`src/rtl/led_pattern_sequencer.sv`:
```
// rtl/led_pattern_sequencer.sv - steps an 8-entry mode/colour table or manual source, committing only on frame boundaries
module led_pattern_sequencer #(
    parameter int SYS_CLK_FREQ  = 100_000_000,
    parameter int SIMULATION    = 0,
    parameter int DWELL_MS      = 4000,
    parameter int FRAME_TIMEOUT = 100_000
) (
    input  logic       clk_in,
    input  logic       reset_in,
    input  logic       auto_en_in,
    input  logic       next_in,
    input  logic       prev_in,
    input  logic       manual_sel_in,
    input  logic [3:0] manual_mode_in,
    input  logic [2:0] manual_colour_in,
    input  logic [3:0] row_address_in,
    output logic [3:0] mode_out,
    output logic [2:0] colour_out,
    output logic [2:0] step_out,
    output logic       pending_out,
    output logic       change_out
);

    localparam int DWELL_CYCLES   = (SIMULATION != 0) ? 2000 : (SYS_CLK_FREQ / 1000) * DWELL_MS;
    localparam int TIMEOUT_CYCLES = (SIMULATION != 0) ? 500 : FRAME_TIMEOUT;
    localparam logic [31:0] DWELL_LAST   = 32'(DWELL_CYCLES - 1);
    localparam logic [31:0] TIMEOUT_LAST = 32'(TIMEOUT_CYCLES - 1);

    typedef enum logic [1:0] {
        S_IDLE,
        S_RUN,
        S_PENDING,
        S_COMMIT
    } state_t;

    state_t      state_q, state_d;
    logic [2:0]  tgt_q, tgt_d;
    logic [31:0] dwell_q, dwell_d;
    logic [31:0] to_q, to_d;
    logic [3:0]  row_q;
    logic        manual_sel_q;
    logic [3:0]  manual_mode_q;
    logic [2:0]  manual_colour_q;

    logic       step_up, step_down, dwell_run, dwell_hit, boundary, manual_chg;
    logic [6:0] tgt_entry;
    logic [3:0] tgt_mode;
    logic [2:0] tgt_colour;

    function automatic logic [6:0] table_entry(input logic [2:0] idx);
        logic [6:0] e;
        case (idx)
            3'd0:    e = {4'd1, 3'd1};
            3'd1:    e = {4'd1, 3'd2};
            3'd2:    e = {4'd1, 3'd4};
            3'd3:    e = {4'd2, 3'd7};
            3'd4:    e = {4'd3, 3'd3};
            3'd5:    e = {4'd4, 3'd5};
            3'd6:    e = {4'd4, 3'd6};
            default: e = {4'd1, 3'd7};
        endcase
        return e;
    endfunction

    // Simultaneous next and prev cancel each other out.
    assign step_up    = next_in & ~prev_in;
    assign step_down  = prev_in & ~next_in;
    assign dwell_run  = auto_en_in & ~manual_sel_in;
    assign dwell_hit  = dwell_run && (dwell_q == DWELL_LAST);
    assign boundary   = (row_q == 4'd15) && (row_address_in == 4'd0);
    assign manual_chg = (manual_sel_in != manual_sel_q) ||
                        (manual_sel_in && ((manual_mode_in != manual_mode_q) ||
                                           (manual_colour_in != manual_colour_q)));

    assign tgt_entry  = table_entry(tgt_q);
    assign tgt_mode   = manual_sel_in ? manual_mode_in : tgt_entry[6:3];
    assign tgt_colour = manual_sel_in ? manual_colour_in : tgt_entry[2:0];

    assign pending_out = (state_q == S_PENDING);

    always_comb begin
        state_d = state_q;
        tgt_d   = tgt_q;
        dwell_d = dwell_q;
        to_d    = to_q;
        case (state_q)
            S_IDLE: begin
                tgt_d   = 3'd0;
                dwell_d = '0;
                to_d    = '0;
                state_d = S_PENDING;
            end
            S_RUN: begin
                to_d = '0;
                // prev beats a coincident dwell expiry; next + expiry is a single +1
                if (step_down) begin
                    tgt_d   = step_out - 3'd1;
                    dwell_d = '0;
                    state_d = S_PENDING;
                end else if (step_up || dwell_hit) begin
                    tgt_d   = step_out + 3'd1;
                    dwell_d = '0;
                    state_d = S_PENDING;
                end else if (manual_chg) begin
                    tgt_d   = step_out;
                    state_d = S_PENDING;
                end else if (dwell_run) begin
                    dwell_d = dwell_q + 32'd1;
                end
            end
            S_PENDING: begin
                dwell_d = '0;
                to_d    = to_q + 32'd1;
                if (step_up) begin
                    tgt_d = tgt_q + 3'd1;
                end else if (step_down) begin
                    tgt_d = tgt_q - 3'd1;
                end
                if (boundary || (to_q == TIMEOUT_LAST)) begin
                    state_d = S_COMMIT;
                end
            end
            default: begin
                dwell_d = '0;
                to_d    = '0;
                state_d = S_RUN;
                if (step_up) begin
                    tgt_d   = tgt_q + 3'd1;
                    state_d = S_PENDING;
                end else if (step_down) begin
                    tgt_d   = tgt_q - 3'd1;
                    state_d = S_PENDING;
                end
            end
        endcase
    end

    always_ff @(posedge clk_in) begin
        if (reset_in) begin
            state_q         <= S_IDLE;
            tgt_q           <= '0;
            dwell_q         <= '0;
            to_q            <= '0;
            row_q           <= '0;
            manual_sel_q    <= 1'b0;
            manual_mode_q   <= '0;
            manual_colour_q <= '0;
            mode_out        <= '0;
            colour_out      <= '0;
            step_out        <= '0;
            change_out      <= 1'b0;
        end else begin
            state_q         <= state_d;
            tgt_q           <= tgt_d;
            dwell_q         <= dwell_d;
            to_q            <= to_d;
            row_q           <= row_address_in;
            manual_sel_q    <= manual_sel_in;
            manual_mode_q   <= manual_mode_in;
            manual_colour_q <= manual_colour_in;
            change_out      <= (state_q == S_COMMIT);
            if (state_q == S_COMMIT) begin
                mode_out   <= tgt_mode;
                colour_out <= tgt_colour;
                step_out   <= tgt_q;
            end
        end
    end

endmodule
```
`config.mk`:
```
export PLATFORM = sky130hd
export DESIGN_NAME = led_pattern_sequencer
export DESIGN_NICKNAME = d
export VERILOG_FILES = /design/src/rtl/led_pattern_sequencer.sv
export SDC_FILE = /design/constraint.sdc
export NUM_CORES = 1
export LEC_CHECK = 0
export ABC_AREA = 1
export BUFFER_PORTS_ARGS = -buffer_cell sky130_fd_sc_hd__buf_2
export CORE_UTILIZATION = 25
export CTS_CLUSTER_DIAMETER = 30
export CTS_CLUSTER_SIZE = 14
export DETAILED_ROUTE_END_ITERATION = 8
export PLACE_DENSITY = 0.38
export SETUP_SLACK_MARGIN = 0.5
export SYNTH_ARGS = -nofsm -noshare
export SYNTH_HDL_FRONTEND = slang
export SYNTH_SLANG_ARGS = --single-unit
```
`constraint.sdc`:
```
create_clock -name clk_in -period 1.6 [get_ports clk_in]
set_input_delay 0.4 -clock clk_in [delete_from_list [all_inputs] [get_ports clk_in]]
set_output_delay 0.4 -clock clk_in [all_outputs]
set_load 0.01 [all_outputs]
```
==> summary.txt <==
Pwr
  • Clock power share: 42.9%
  • Sequential power share: a little over two fifths
  • Pwr per Cell Area: roughly 700 nW/um2
  • Internal power: roughly 0.0041 W
  • Leak Pwr: between 3 and 4 nW
  • Gate power share: between 10% and 20%
  • Worst ir drop on vdd: roughly 0.45 mV
  • Sw Share: about a quarter
  • Sw power: 0.001450 W

GRT
  • Grt ovf: 0
  • Overall Global Routing Usage: between 10% and 20%
  • First-pass GRT wire length: about 25 mm
  • Antenna violations before repair: 0
  • Largest net degree at the start of global routing: 19
  • Vias in the first global route: ~5,300

CTS
  • CTS Root Cell: clkbuf_16
  • Num Clock Sinks: 92
  • CTS tree: yes
  • CTS H-tree lvls: 3
  • Reg clk slew, reported paths: roughly 0.070 ns
  • Worst-skew pair later-pin latency: roughly 0.35 ns
  • CTS Buf Count: 9
  • Clock buffer depth: 2

Placed design
  • Number of I/O port buffers: 28
  • Routability cong.: slightly above 0.8
  • # placed instances: 1,111
  • DP Area: ~6400 um2
  • Hpwl dp: about 11 mm

Detailed routing
  • First DRT Iteration DRCs: 194
  • Post-route DRC: 0
  • Post-route ant nets: 0
  • WL per Instance: about 13 um
  • Via count: about 5,300
  • Final Routed Wirelength: between 15 and 20 mm
  • Vias per cell: 4.484
  • TritonRoute pass-1 iters: 4

Critical path
  • Startpoint Class: flip-flop
  • CP startpoint: to_q[0]$_SDFF_PP0_
  • Origin of the critical flop-to-flop path: to_q[0]$_SDFF_PP0_
  • CP max FO: 3
  • Worst path arrival time: about 1.9 ns
  • Critical setup path kind: reg -> reg
  • CP required: around 1.9 ns
  • Reg2reg setup slack: -0.03 ns
  • Crit. End Element: flip-flop

Synth
  • Post-Synth Adder-Cell Area: 3.246%
  • Avg Inst Size Synth: around 6.8 um2
  • Synth Area in Simple Gates: a little under two fifths
  • Post-Synthesis Cells: 732
  • Distinct cell type count after synthesis: 40
  • Synth Area in XOR/XNOR: 2.272%
  • Compound-Gate Fraction of Synth Area: between 10% and 20%
  • Sequential fraction of the synthesis area: a little under two fifths
  • Synth top area share: ~37%
  • Largest family of logic cells by synthesized area: simple AND/OR/NAND/NOR gates
  • Syn nets: 762
  • Yosys warning total: 0
  • Synth Cell Area: about 5000 um2
  • Mux share of post-synthesis cell area: 0%
  • Yosys top cell by area: dfxtp_1
  • Synthesized flop and latch total: 92
  • Top post-synthesis cells by area: dfxtp_1 37%, nand2_1 9.7%, nor2_1 8.8%

Floorplanning
  • Initial Util: approximately a quarter
  • Chip height: roughly 140 um
  • Row cnt: 51
  • Placeable Area: 19,530 um2
  • Ports: 29
  • Die W: 143.6 um
  • Die area: ~20,000 um2

STA
  • Sum Neg Setup Slack: -0.1907 ns
  • Worst-Margin Slew: ~0.35 ns
  • Fin. max-slew vios: 0
  • Crit share post-route: 102.0%
  • Layout Skew: 0.007686 ns
  • Period minus WS final: 1.632 ns
  • Final Hold Violating Endpoints: 0
  • Final Worst Setup Slack: -0.03215 ns
  • WHS: 0.2621 ns
  • Max Fclk: just over 0.6 GHz
  • Slew HR: between 70 and 80%
  • Setup violators final: 13
  • RSZ-0062 raised after global routing: true

Run status
  • Violated checks: setup timing
  • Outcome: complete, but fails checks

Cells and area
  • Fraction of layout cells with a size suffix above 1: between 40% and 50%
  • Non-Filler Instances: 1,180
  • Final layout net count: 940
  • Area Growth Syn to Fin: 61.57%
  • Antenna diodes: 0
  • Design area: 8097 um2

Run
  • MaxCap Viol Count: 0

Worst hold path
  • HP Start: row_address_in[1]
  • Worst hold-check path type: in -> reg
stage by stage:
| step | utilization (%) | worst slack [ns] | total power (W) |
|---|---|---|---|
| after floorplan | - | 0.07738 | 0.002789 |
| after global placement | 32.96 | -0.2259 | 0.002981 |
| after detailed placement | 32.96 | -0.2125 | 0.002981 |
| after CTS | 39.20 | -0.04936 | 0.005537 |
| after global routing | 41.46 | -0.1402 | 0.005804 |
| final | 41.46 | -0.03215 | 0.005542 |
synthesized netlist by cell type, drive strengths merged:
cell     instances
o2111ai          1
a21oi           53
a22oi            1
buf              5
o21a             3
clkbuf           6
inv            109
nor3b            6
nand3           37
xor2             4
nor2           126
xnor2            9
dfxtp           92
nand4           29
o21ai           36
o21bai           3
or2              5
ha              13
nand2          135
and3             2
o221a            1
a211oi           2
a31oi            1
nor3            43
nor4             9
o31ai            1
critical path, cell delays in order (launching register included):
cell and delay, ns:
dfxtp_4 0.38, ha_4 0.15, nand2_4 0.06, nor2_4 0.13, nand2_4 0.09, buf_4 0.14, buf_6 0.11, buf_6 0.12
nor4_4 0.16, or2_4 0.16, a21oi_1 0.05
placed cells by master (no fill, tap or decap), types with 15 or more instances in the layout:
cell,n
nand2_2,23
dfxtp_2,37
inv_2,15
o21ai_1,18
nor2_2,20
inv_1,85
nand2_1,98
buf_2,16
nor2_4,18
buf_4,114
nand4_1,28
nor2_1,87
buf_6,42
dfxtp_1,45
nand3_1,24
nor3_1,16
a21oi_1,36
a21oi_2,17
cell families (layout without fill, tap and decap cells):
family	after synthesis	count (layout)
and+or+nand+nor	392	393
buffers and inverters	120	302
AOI/OAI and AO/OA	102	102
DFF	92	92
adders and majority gates	13	13
xor gates and xnor gates	13	13
timing repair:
item | in CTS | in global routing
hold buffers | 0 | 0
gates resized for setup | 201 | 61
buffers inserted | 27 | 24
gates cloned | 1 | 1
endpoints found under the hold margin | 0 | 0
endpoints found under the setup margin | 88 | 88
pin swaps | 72 | 48
state kept, by name, summed over array words and instances, names as in the netlist:
| signal | flops |
|---|---|
| state_q | 2 |
| manual_sel_q | 1 |
| mode_out | 4 |
| change_out | 1 |
| manual_mode_q | 4 |
| step_out | 3 |
| tgt_q | 3 |
| row_q | 4 |
| dwell_q | 32 |
| to_q | 32 |
| manual_colour_q | 3 |
| colour_out | 3 |
final cells by class:
class	instances	area [um2]
clock buffers	9	225.2
clock inverters	7	96.34
repair buffers	176	1484
flip-flops and latches	92	1926
multi-input cells	521	3572
repair inverters	1	6.256
inverters	109	455.4
well taps	265	331.6
fillers	2010	11430
power by group through the flow:
stage / clock network (W) / registers [W] / logic, W
after CTS: 0.00248 / 0.00238 / 0.000679
final: 0.00238 / 0.00238 / 0.000789
after global placement: 0 / 0.00243 / 0.000550
after detailed placement: 0 / 0.00243 / 0.000549
after global routing: 0.00256 / 0.00238 / 0.000862
after floorplan: 0 / 0.00243 / 0.000357
routing by layer:
metal / vias to the layer above / GRT usage [%] / wire length [um]
li1: 2764 / - / -
met2: 65 / 27.03 / 7690
met1: 2440 / 20.00 / 7237
met3: 22 / 2.999 / 445
met5: - / 0 / 0
met4: 0 / 5.711 / 261
final timing paths:
check,to,cells past startpoint
setup / recovery,to_q[24]$_SDFF_PP0_,10
hold reg to reg,to_q[0]$_SDFF_PP0_,1
setup reg to reg,to_q[24]$_SDFF_PP0_,10
hold / removal,row_q[1]$_SDFF_PP0_,3
Note: power is estimated with default switching activity, not from simulation.
